--- src/rtl/ser_pkg.sv ---
// Shared types and limits for the parallel-in/serial-out bit serializer.
package ser_pkg;

    typedef enum logic [1:0] {
        S_IDLE  = 2'd0,
        S_SHIFT = 2'd1,
        S_GAP   = 2'd2
    } ser_state_t;

    localparam int unsigned SER_MAX_WIDTH = 32;

endpackage : ser_pkg

--- src/rtl/piso_bit_serializer.sv ---
// Parallel-in/serial-out serializer feeding the 1101 detector's serial input.
// Accepts a WIDTH-bit word on a valid/ready handshake and emits it one bit per
// clock with a qualifying dout_valid strobe.
// Optional macro SER_GAP_EN: inserts one idle (dout=0, dout_valid=0) cycle
// after every word so a pattern can never straddle a word boundary.
module piso_bit_serializer
    import ser_pkg::*;
#(
    parameter int unsigned WIDTH     = 8,
    parameter bit          MSB_FIRST = 1'b1
) (
    input  logic             clock,
    input  logic             reset,
    input  logic             load_valid,
    input  logic [WIDTH-1:0] load_data,
    output logic             load_ready,
    output logic             dout,
    output logic             dout_valid,
    output logic             busy
);

    localparam int unsigned CW = (WIDTH > 1) ? $clog2(WIDTH) : 1;

    // Reject out-of-range widths at elaboration.
    if (WIDTH < 1 || WIDTH > SER_MAX_WIDTH) begin : g_bad_width
        $error("piso_bit_serializer: WIDTH out of range");
    end

    ser_state_t       state;
    logic [WIDTH-1:0] shreg;
    logic [CW-1:0]    cnt;
    logic             accept;
    logic             first_bit;
    logic             next_bit;
    logic [WIDTH-1:0] load_shifted;
    logic [WIDTH-1:0] shreg_shifted;

    // Ready depends only on state and bits remaining, never on load_valid.
`ifdef SER_GAP_EN
    assign load_ready = (state == S_IDLE);
`else
    assign load_ready = (state == S_IDLE) ||
                        ((state == S_SHIFT) && (cnt == CW'(0)));
`endif

    assign accept = load_valid && load_ready;

    // The shift register holds the bits not yet displayed, aligned so the
    // next bit to show always sits at the outgoing end.
    assign first_bit     = MSB_FIRST ? load_data[WIDTH-1] : load_data[0];
    assign next_bit      = MSB_FIRST ? shreg[WIDTH-1]     : shreg[0];
    assign load_shifted  = MSB_FIRST ? (load_data << 1)   : (load_data >> 1);
    assign shreg_shifted = MSB_FIRST ? (shreg << 1)       : (shreg >> 1);

    // FSM, shift register, counter and registered outputs.
    always_ff @(posedge clock) begin
        if (reset) begin
            state      <= S_IDLE;
            shreg      <= '0;
            cnt        <= '0;
            dout       <= 1'b0;
            dout_valid <= 1'b0;
            busy       <= 1'b0;
        end else if (accept) begin
            state      <= S_SHIFT;
            shreg      <= load_shifted;
            cnt        <= CW'(WIDTH - 1);
            dout       <= first_bit;
            dout_valid <= 1'b1;
            busy       <= 1'b1;
        end else begin
            case (state)
                S_IDLE: begin
                    dout       <= 1'b0;
                    dout_valid <= 1'b0;
                    busy       <= 1'b0;
                end
                S_SHIFT: begin
                    if (cnt != CW'(0)) begin
                        shreg <= shreg_shifted;
                        cnt   <= cnt - CW'(1);
                        dout  <= next_bit;
                    end else begin
`ifdef SER_GAP_EN
                        state <= S_GAP;
                        busy  <= 1'b1;
`else
                        state <= S_IDLE;
                        busy  <= 1'b0;
`endif
                        dout       <= 1'b0;
                        dout_valid <= 1'b0;
                    end
                end
`ifdef SER_GAP_EN
                S_GAP: begin
                    state      <= S_IDLE;
                    dout       <= 1'b0;
                    dout_valid <= 1'b0;
                    busy       <= 1'b0;
                end
`endif
                default: begin
                    state      <= S_IDLE;
                    dout       <= 1'b0;
                    dout_valid <= 1'b0;
                    busy       <= 1'b0;
                end
            endcase
        end
    end

endmodule : piso_bit_serializer

--- config.mk ---
export PLATFORM = sky130hd
export DESIGN_NAME = piso_bit_serializer
export DESIGN_NICKNAME = d
export VERILOG_FILES = /design/src/rtl/ser_pkg.sv /design/src/rtl/piso_bit_serializer.sv
export SDC_FILE = /design/constraint.sdc
export NUM_CORES = 1
export LEC_CHECK = 0
export CORE_AREA = 2 2 39 41
export CTS_CLUSTER_DIAMETER = 40
export CTS_CLUSTER_SIZE = 14
export DETAILED_ROUTE_END_ITERATION = 12
export DIE_AREA = 0 0 41 43
export HOLD_SLACK_MARGIN = 0.06
export PLACE_DENSITY_LB_ADDON = 0.1
export SYNTH_ARGS = -nofsm -noshare
export SYNTH_HDL_FRONTEND = slang
export SYNTH_SLANG_ARGS = --single-unit
--- constraint.sdc ---
create_clock -name clock -period 3.7 [get_ports clock]
set_input_delay 0.74 -clock clock [delete_from_list [all_inputs] [get_ports clock]]
set_output_delay 0.74 -clock clock [all_outputs]
set_load 0.01 [all_outputs]
# Word level (Yosys, flattened, before mapping)

Cells that the tools add are included.
Widths: inputs -> output; s select.

Register bits: 14
Bits in latches: 0
RAM bits: 0
ROM bits: 0
Input port bits: 11
Output and inout bits: 4
Logic and storage cells: 39
Memories kept: 0

$add $sub $neg: 1
Multipliers: 0
Divide/modulo/power cells: 0
Order comparisons: 0
Equal/unequal tests: 4
Shift operators: 0
Mux-type cells: 15
Bitwise logic cells: 1
Reduce and logical (&&, ||, !) cells: 12

Operators by type and width:

| cell                | count |
|---|---|
| $mux 8              | 3 |
| $mux 3              | 3 |
| $mux 1              | 7 |
| $reduce_and 2->1    | 3 |
| $ne 2x2->1 const B  | 2 |
| $pmux 2 s2          | 1 |
| $reduce_bool 2->1   | 2 |
| $logic_not 3->1     | 1 |
| $ne 3x3->1 const B  | 1 |
| $reduce_bool 3->1   | 1 |
| $sub 3x1->3 const B | 1 |
| $eq 2x1->1 const B  | 1 |
| $logic_and 1x1->1   | 2 |
| $logic_not 2->1     | 1 |
| $mux 2              | 1 |
| $reduce_or 2->1     | 1 |
| $logic_or 1x1->1    | 1 |
| $not 1->1           | 1 |

# Depth between registers and ports, before layout

Depth in word-level cells: 6
Gate-level depth with buffers: 8
Depth with buffers taken out: 7

# Worst setup path before layout

No wires, ideal clock.

Path kind: flip-flop to output port
Start: register cnt[0]
End: output port load_ready
Data arrival time: 1099 ps
Required time: 2960 ps
Path slack: 1861 ps
Stages on the path, launching flop included: 7
Path buffers: 1
Path through: dfxtp_1 inv_1 ha_1 ha_1 nor2b_1 inv_1 buf_4

Word-level cells in the longest chain between the ends: 3

Ends and longest elaborated chain:

| element                | line                      | RTL |
|---|---|---|
| start, declared        | piso_bit_serializer.sv:31 | `logic [CW-1:0] cnt;` |
| start signal, assigned | piso_bit_serializer.sv:67 | `cnt <= CW'(WIDTH - 1);` |
| start signal, assigned | piso_bit_serializer.sv:81 | `cnt <= cnt - CW'(1);` |
| $logic_not 3->1        | piso_bit_serializer.sv:43 | `((state == S_SHIFT) && (cnt == CW'(0)));` |
| $logic_and 1x1->1      | piso_bit_serializer.sv:43 |  |
| $logic_or 1x1->1       | piso_bit_serializer.sv:42 | `assign load_ready = (state == S_IDLE) \|\|` |
| end, declared          | piso_bit_serializer.sv:16 | `output logic load_ready,` |

No other way between the ends.

# Worst setup path after layout

Same ends and word-level chain as after synthesis.

==> impl_metrics.tcl <==
set metrics [dict create \
    critPathKind "reg -> out" \
    min-delay-path-class "reg -> reg" \
    start_kind "flip-flop" \
    rsz0062_at_grt "no" \
    finalWorstSetupSlack_ns 0.868 \
    netlist_area_um2 556 \
    vias 433 \
    cts_setup_buffers 0 \
    place_ws_ns 1.19 \
    peakVddDrop_mv 0.268 \
    setup_viol 0 \
    place_congestion 0.665 \
    cts_inserted_buffers 3 \
    clock_skew_ns 0.00183 \
    fmax_ghz 0.353 \
    final_common_cell "clkdlybuf4s50_1" \
    grt_max_degree 16 \
    cp_data_required_time_ns 2.96 \
    antenna_cells 0 \
    ys_seq_area_share_pct 46.8 \
    period_minus_slack_ns 2.83 \
    overflow 0 \
    drt_wl_total_um 978 \
    critPathArrivalTime_ns 2.09 \
    cts_resized 0 \
    viasPerCell 4.87 \
    initial_utilization_pct 40.1 \
    die_w_um 41 \
    grt_first_pass_wirelength_mm 1.64 \
    maxSlewViolCount 0 \
    multi_input_area_um2 245 \
    cts_root_buf "clkbuf_4" \
    ant_nets 0 \
    die-area_um2 1760 \
    synth.distinct_cells 15 \
    dr.pass1.iters 3 \
    seqCellArea_um2 260 \
    drt-initial-drc-count 3 \
    nets 87 \
    grt_pass1_vias 393 \
    grt_util_all_layers_pct 14.1 \
    synth.avg_cell_area_um2 9.42 \
    drv_cap 0 \
    slew_headroom_pct 58.4 \
    htreeDepth 1 \
    rows 14 \
    n_fill_cell 134 \
    cts_num_sinks 13 \
    crit_path_max_fanout 15 \
    synth_seq_cells 13 \
    layout_common_cells "clkdlybuf4s50_1 (14), dfxtp_1 (13), a211oi_1 (9)" \
    yosysTopAreaCell "dfxtp_1" \
    hpwl_um 658 \
    drc 0 \
    area_delta_synth_final_pct 28.6 \
    layout-drive-gt1-share_pct 5.48 \
    cts_hold_buf 0 \
    core_area_um2 1380 \
    power.density_nw_per_um2 432 \
    finalSetupTns_ns 0 \
    critPathCaptureType "output pin" \
    tightest_slew_ns 0.621 \
    portBuffers 14 \
    p_leak_nw 0.299 \
    hold_violations 0 \
    grt_antenna_before_repair 0 \
    synth_warnings 0 \
    cts_tree "done" \
    wl_per_cell_um 11.0 \
    clk_path_buf_depth 2 \
    status "finished, final reports clean" \
    syn_nets 72 \
    postSynthCellCount 59 \
    netlist.area_leader.share_pct 46.8 \
    die_height_um 43 \
    worst_skew_pair.late_latency_ns 0.27 \
    fin_crit_sh_pct 76.5 \
    synth.area.top_cells "dfxtp_1 (47%), mux2i_1 (13%), a211oi_1 (12%), nor2_1 (5.4%), ha_1 (4.5%)" \
    ios 15 \
    clk_pin_slew_worst_paths_ns 0.08 \
]
power by group:
part           switching [mW]  internal [mW]  leakage [nW]
sequential            0.00664          0.154         0.108
combinational          0.0277         0.0320         0.176
clock                  0.0467         0.0417        0.0150
total                  0.0811          0.228         0.299
through the flow:
step | cell area [µm²] | hold WS, ns | total power, mW | utilization, % | std cells
2_1_floorplan | 556 | 0.431 | 0.201 | - | 59
5_1_grt | 714 | 0.502 | 0.327 | 51.6 | 89
6_report | 714 | 0.463 | 0.309 | 51.6 | 89
3_3_place_gp | 688 | 0.455 | 0.223 | 49.7 | 85
4_1_cts | 714 | 0.468 | 0.314 | 51.6 | 89
3_5_place_dp | 688 | 0.456 | 0.224 | 49.7 | 85
layout make-up:
type	instances	area share [%]
Inverter	4	2.10
Multi-Input combinational cell	37	34.3
Sequential cell	13	36.4
Clock buffer	4	3.68
Tap cell	16	2.80
Timing Repair Buffer	15	20.7
path summary, 6_finish.rpt:
path	to	startpoint	depth (start not counted)	slack, ns
worst max register to register	dout	cnt[0]	8	2.07
worst max-delay path	load_ready	cnt[0]	7	0.87
worst min-delay path	dout	shreg[7]	2	0.46
worst min register to register	dout	shreg[7]	2	0.46
per-layer routing:
layer	wire length, µm	vias to the layer above	GRT usage (%)	share of wire (%)
met5	0	-	0	0
met4	10	0	10.0	1.0
met3	46	2	3.14	4.7
met2	438	9	18.4	45
met1	483	186	19.5	49
li1	-	236	-	-
registers in the layout, indices dropped and copies added (netlist names):
register / cells
shreg: 7
cnt: 3
busy: 1
dout: 1
state: 1
cells in the mapped netlist:
master and instances:
dfxtp_1 13, nor2_1 8, nand3_1 1, a21oi_1 2, a211oi_1 9, nor3_1 4
buf_6 1, buf_4 2, nand2_1 3, nor2b_1 1, inv_1 4, buf_2 1
ha_1 2, clkbuf_1 1, mux2i_1 7
cell families (layout without fill, tap and decap cells):
kind of cell | after synthesis | after routing | synth area share [%]
AND/OR/NAND/NOR | 17 | 17 | 13.1
flip-flops | 13 | 13 | 46.8
AO/OA/AOI/OAI | 11 | 11 | 14.0
buffers and inverters | 9 | 23 | 9.01
multiplexers | 7 | 7 | 12.6
adder cells (fa/ha/maj) | 2 | 2 | 4.50
critical path, cell delays in order (launching register included):
cell	delay, ns
dfxtp_1	0.37
inv_1	0.06
ha_1	0.19
ha_1	0.17
nor2b_1	0.10
buf_4	0.18
inv_1	0.21
clkdlybuf4s50_1	0.54
No activity file was read; power rests on OpenSTA's default activity.
